## config.mk

```make
export PLATFORM = sky130hd
export DESIGN_NAME = chk_fifo
export DESIGN_NICKNAME = d
export VERILOG_FILES = /design/src/rtl/chk_fifo_pkg.sv /design/src/rtl/chk_fifo_ram.sv /design/src/rtl/chk_fifo.sv
export SDC_FILE = /design/constraint.sdc
export NUM_CORES = 1
export LEC_CHECK = 0
export ABC_AREA = 1
export CAP_MARGIN = 10
export CELL_PAD_IN_SITES_DETAIL_PLACEMENT = 1
export CELL_PAD_IN_SITES_GLOBAL_PLACEMENT = 1
export CORE_MARGIN = 2
export CORE_UTILIZATION = 38
export CTS_CLUSTER_SIZE = 30
export DETAILED_ROUTE_END_ITERATION = 16
export PLACE_DENSITY_LB_ADDON = 0.1
export RECOVER_POWER = 25
export SYNTH_ARGS = -nofsm -noshare
export SYNTH_HDL_FRONTEND = slang
export SYNTH_SLANG_ARGS = --single-unit
```

## constraint.sdc

```tcl
create_clock -name clk -period 2.4 [get_ports clk]
set_input_delay 0.24 -clock clk [delete_from_list [all_inputs] [get_ports clk]]
set_output_delay 0.24 -clock clk [all_outputs]
set_load 0.02 [all_outputs]
```

## src/rtl/chk_fifo_pkg.sv

```systemverilog
// chk_fifo shared definitions.
// Parity helper and counter widths.
package chk_fifo_pkg;

  localparam int PAR_MAX_W = 1024;
  localparam int DROP_W = 16;
  localparam logic [DROP_W-1:0] DROP_MAX = '1;

  function automatic int cnt_width(input int depth);
    return $clog2(depth + 1);
  endfunction

  // Words narrower than PAR_MAX_W are zero-extended; zeros leave XOR intact.
  function automatic logic parity_ok(
    input logic [PAR_MAX_W-1:0] word,
    input logic                 even_odd
  );
    return (^word) == even_odd;
  endfunction

endpackage

```

## src/rtl/chk_fifo_ram.sv

```systemverilog
// chk_fifo storage: word plus err bit.
// Synchronous write, asynchronous read, no reset.
module chk_fifo_ram #(
  parameter  int WIDTH = 34,
  parameter  int DEPTH = 4,
  localparam int AW    = $clog2(DEPTH)
) (
  input  logic             clk,
  input  logic             we,
  input  logic [AW-1:0]    waddr,
  input  logic [WIDTH-1:0] wdata,
  input  logic [AW-1:0]    raddr,
  output logic [WIDTH-1:0] rdata
);

  logic [WIDTH-1:0] mem [DEPTH];

  always_ff @(posedge clk) begin
    if (we) mem[waddr] <= wdata;
  end

  assign rdata = mem[raddr];

endmodule

```

## src/rtl/chk_fifo.sv

```systemverilog
// First-word-fall-through FIFO with parity check,
// occupancy thresholds and saturating corrupt-word counter.
module chk_fifo
  import chk_fifo_pkg::*;
#(
  parameter  int DATA_WIDTH = 32,
  parameter  int FIFO_DEPTH = 4,
  parameter  bit PARITY_EN  = 1'b1,
  parameter  bit EVEN_ODD   = 1'b0,
  parameter  bit DROP_MODE  = 1'b1,
  parameter  int AF_LEVEL   = FIFO_DEPTH - 1,
  parameter  int AE_LEVEL   = 1,
  localparam int CNT_W      = cnt_width(FIFO_DEPTH)
) (
  input  logic                  clk,
  input  logic                  rst,
  input  logic [DATA_WIDTH:0]   data_i,
  input  logic                  valid_i,
  output logic                  grant_o,
  output logic [DATA_WIDTH:0]   data_o,
  output logic                  valid_o,
  input  logic                  grant_i,
  output logic                  err_o,
  output logic [CNT_W-1:0]      count_o,
  output logic                  almost_full_o,
  output logic                  almost_empty_o,
  output logic [DROP_W-1:0]     drop_cnt_o,
  input  logic                  clr_cnt_i
);

  localparam int PTR_W = $clog2(FIFO_DEPTH);
  localparam int WW    = DATA_WIDTH + 1;
  localparam logic [PTR_W-1:0] LAST   = PTR_W'(FIFO_DEPTH - 1);
  localparam logic [CNT_W-1:0] FULL_C = CNT_W'(FIFO_DEPTH);

  logic [PTR_W-1:0]  wr_ptr;
  logic [PTR_W-1:0]  rd_ptr;
  logic [CNT_W-1:0]  count;
  logic [CNT_W-1:0]  count_nx;
  logic              grant_q;
  logic [DROP_W-1:0] drop_cnt;
  logic [WW:0]       rd_entry;
  logic              good;
  logic              push;
  logic              pop;
  logic              store;
  logic              corrupt;

  assign good    = !PARITY_EN ||
                   parity_ok(PAR_MAX_W'(data_i), EVEN_ODD);
  assign push    = valid_i && grant_q;
  assign pop     = valid_o && grant_i;
  assign store   = push && (good || !DROP_MODE);
  assign corrupt = push && !good;

  always_comb begin
    count_nx = count + CNT_W'(store) - CNT_W'(pop);
  end

  chk_fifo_ram #(
    .WIDTH (WW + 1),
    .DEPTH (FIFO_DEPTH)
  ) u_ram (
    .clk   (clk),
    .we    (store),
    .waddr (wr_ptr),
    .wdata ({!good, data_i}),
    .raddr (rd_ptr),
    .rdata (rd_entry)
  );

  always_ff @(posedge clk or posedge rst) begin
    if (rst) begin
      wr_ptr   <= '0;
      rd_ptr   <= '0;
      count    <= '0;
      grant_q  <= 1'b0;
      drop_cnt <= '0;
    end else begin
      if (store) begin
        wr_ptr <= (wr_ptr == LAST) ? '0 : wr_ptr + PTR_W'(1);
      end
      if (pop) begin
        rd_ptr <= (rd_ptr == LAST) ? '0 : rd_ptr + PTR_W'(1);
      end
      count   <= count_nx;
      // Registered so grant stays low through reset and has no input path.
      grant_q <= (count_nx != FULL_C);
      if (clr_cnt_i) begin
        drop_cnt <= '0;
      end else if (corrupt && drop_cnt != DROP_MAX) begin
        drop_cnt <= drop_cnt + DROP_W'(1);
      end
    end
  end

  assign valid_o        = (count != '0);
  assign grant_o        = grant_q;
  assign data_o         = valid_o ? rd_entry[WW-1:0] : '0;
  assign err_o          = valid_o && rd_entry[WW] && !DROP_MODE;
  assign count_o        = count;
  assign almost_full_o  = int'(count) >= AF_LEVEL;
  assign almost_empty_o = int'(count) <= AE_LEVEL;
  assign drop_cnt_o     = drop_cnt;

endmodule

```

==> impl_metrics.env <==
export IMPL_initial_core_util=0.386
export IMPL_power_total_uw=10500
export IMPL_via_per_inst=4.99
export IMPL_drive_above_1_share=0.206
export IMPL_violations="setup timing"
export IMPL_die_h_um=145
export IMPL_final_hold_viol_count=0
export IMPL_cp_common_cell="nand2_2"
export IMPL_area_delta_synth_final_pct=30.5
export IMPL_num_vias=6154
export IMPL_critPathArrivalTime_ns=2.71
export IMPL_fin_tns_setup_ns=-0.00250
export IMPL_cts_sinks=156
export IMPL_dpl_hpwl_um=14400
export IMPL_avgSynthCellArea_um2=9.18
export IMPL_cp_slowest_cell="fa_2"
export IMPL_io_buffer_count=93
export IMPL_syn_nets=869
export IMPL_min_path_type="primary input to register"
export IMPL_grt_max_degree=41
export IMPL_crit_path_cell_trace="buf_4, inv_2, nand2_1, nand2_2, nand2_1, nand2_2, nand2_2, nand2_2, inv_2, nand2_2, nand2_2, nand2_4, nand2_2, nand2_2, nand3b_1, ha_1, inv_1, ha_1, inv_1, fa_2, inv_1, nor2_1, nand2_1"
export IMPL_drv_slew=0
export IMPL_p_leak_uw=0.00422
export IMPL_cts_buffer_depth=2
export IMPL_worstPathMaxFanout=7
export IMPL_start_kind="primary input"
export IMPL_ys_warn_count=0
export IMPL_first_global_vias=6681
export IMPL_max_cap_viol_count=0
export IMPL_die_w_um=145
export IMPL_cpPeakStageDelay_ns=0.52
export IMPL_cts_root_buf="clkbuf_16"
export IMPL_synthCells=819
export IMPL_nNetsFinal=1005
export IMPL_antenna_found_initial=0
export IMPL_remaining_drc_errors=0
export IMPL_rows=51
export IMPL_diodes=0
export IMPL_ant_nets=0
export IMPL_fin_skew_ns=0.00819
export IMPL_clk_pin_slew_ns=0.07
export IMPL_period_share=1.00
export IMPL_setup_violations_final=1
export IMPL_setup_ws_ns=-0.00250
export IMPL_drt_iter0_drc=189
export IMPL_path_class="primary input to register"
export IMPL_power_density_nw_per_um2=1070
export IMPL_cts_tree="yes"
export IMPL_htreeDepth=4
export IMPL_n_fill_cell=2232
export IMPL_grt_overflow_total=0
export IMPL_drt_pass1_iter_count=4
export IMPL_mappedNetlistArea_um2=7520
export IMPL_design_core_area_um2=19500
export IMPL_fin_crit_ns=2.40
export IMPL_synth_distinct_cells=32
export IMPL_grt_pass1_wl_um=34000
export IMPL_grt_total_usage=0.216
export IMPL_ys_ff_latch=156
export IMPL_cts_buffers=17
export IMPL_worstSkewPairLatency_ns=0.43
export IMPL_gp_congestion=0.765
export IMPL_fp_dieArea_um2=20900
export IMPL_ir_worst_vdd_mv=0.518
export IMPL_crit_required_ns=2.71
export IMPL_outcome="finished with violations"
export IMPL_pin_count=95
export IMPL_fmax_mhz=416
export IMPL_wl_per_cell_um=17.3
export IMPL_end_kind="register"
export IMPL_synth_seq_area_share=0.607
export IMPL_routed_wl_um=21400
export IMPL_grt_setup_unrepaired="yes"
where the power goes:
part	switching, µW	internal, µW
Clock	1210	1490
Sequential	125	3270
Combinational	2860	1590
Total	4200	6350
flip-flops by register name (all words and copies together), names as in the netlist:
register and cells:
count_o 3, drop_cnt_o 16, grant_o 1, rd_ptr 2
u_ram.mem 132, wr_ptr 2
Yosys cell counts:
library cell	number	area, µm²
a32o_1	1	10.0
clkbuf_1	22	82.6
nand4_2	1	12.5
nor2_1	146	548
a21oi_1	33	165
a21boi_0	1	7.51
nand2_1	219	822
inv_1	77	289
nor3_1	3	15.0
nand3_1	27	135
buf_8	1	15.0
o21a_1	1	7.51
nor2_2	2	12.5
nor2_4	1	11.3
nand4_1	18	113
nand3_4	1	17.5
conb_1	1	3.75
nand3_2	1	10.0
or2_2	1	6.26
clkinv_1	1	3.75
nand3b_1	1	7.51
o21ai_0	71	355
nor3_2	1	10.0
nor4_1	1	6.26
xor2_1	10	87.6
buf_4	1	7.51
dfrtp_1	24	601
buf_1	4	15.0
ha_1	11	138
fa_1	1	20.0
buf_2	4	20.0
edfxtp_1	132	3960
through the flow:
| step | hold WS (ns) | cells | util | setup WS [ns] | instance area [µm²] |
|---|---|---|---|---|---|
| after floorplan | 0.255 | 819 | - | -0.181 | 7530 |
| after global placement | 0.528 | 1199 | 0.475 | -0.801 | 9250 |
| after detailed placement | 0.563 | 1199 | 0.475 | -0.898 | 9250 |
| after CTS | 0.168 | 1231 | 0.504 | -0.0936 | 9810 |
| after global routing | 0.0329 | 1233 | 0.504 | -0.154 | 9810 |
| final | 0.0504 | 1233 | 0.504 | -0.00250 | 9810 |
worst max-delay path: cells and delay by family:
kind	cells	cell delay, ns
adder cells (fa/ha/maj)	3	0.96
buffers and inverters	6	0.41
AND/OR/NAND/NOR	14	1.09
cell usage in the layout (no fill, tap or decap), types with 12 or more instances in the layout:
master	instances
a21oi_1	33
buf_12	14
buf_4	30
clkbuf_1	12
clkbuf_16	17
clkbuf_2	19
clkdlybuf4s50_1	28
dfrtp_1	23
dlygate4sd2_1	30
edfxtp_1	132
inv_1	57
inv_2	20
nand2_1	169
nand2_2	46
nand3_1	25
nand4_1	18
nor2_1	139
o21ai_0	71
area by class of cell:
class,count,area (µm²),share of cell area
well taps,265,332,0.0338
repair buffers,149,1300,0.132
clock inverters,15,173,0.0176
multi-input cells,553,2730,0.278
clock buffers,17,425,0.0434
flip-flops and latches,156,4570,0.465
inverters,78,293,0.0298
logic make-up (layout without fill, tap and decap cells):
group	after synthesis	in the layout	share of synthesized area
xor gates and xnor gates	10	10	0.0116
DFF	156	156	0.607
and+or+nand+nor	423	423	0.230
adders and majority gates	12	12	0.0210
other	1	1	0.000499
AOI/OAI and AO/OA	107	107	0.0726
buffers and inverters	110	259	0.0576
routing by layer:
layer  vias to the layer above  global-route usage  part of all wire
li1                       2971                   -                 -
met4                         0              0.0537             0.013
met2                        96               0.391              0.53
met1                      3065               0.265              0.43
met3                        22              0.0415             0.029
met5                         -                   0                 0
final timing paths:
check,depth (start not counted),slack [ns],startpoint,to
min in group asynchronous,3,0.17,rst,count_o[0]$_DFF_PP0_
max in group asynchronous,3,1.96,rst,rd_ptr[0]$_DFFE_PP0P_
setup / recovery,23,-0.002,data_i[12],grant_o$_DFF_PP0_
hold / removal,1,0.05,data_i[12],u_ram.mem[2][12]$_DFFE_PP_
hold reg to reg,2,0.57,wr_ptr[1]$_DFFE_PP0P_,wr_ptr[1]$_DFFE_PP0P_
setup reg to reg,14,0.09,count_o[1]$_DFF_PP0_,grant_o$_DFF_PP0_
what timing repair did:
action,4_1_cts,5_1_grt
endpoints found under the hold margin,0,0
pin swaps,2,29
hold buffers,0,0
buffers inserted,0,2
endpoints found under the setup margin,52,6
gates resized for setup,86,158
Power figures use the tool's default switching activity.
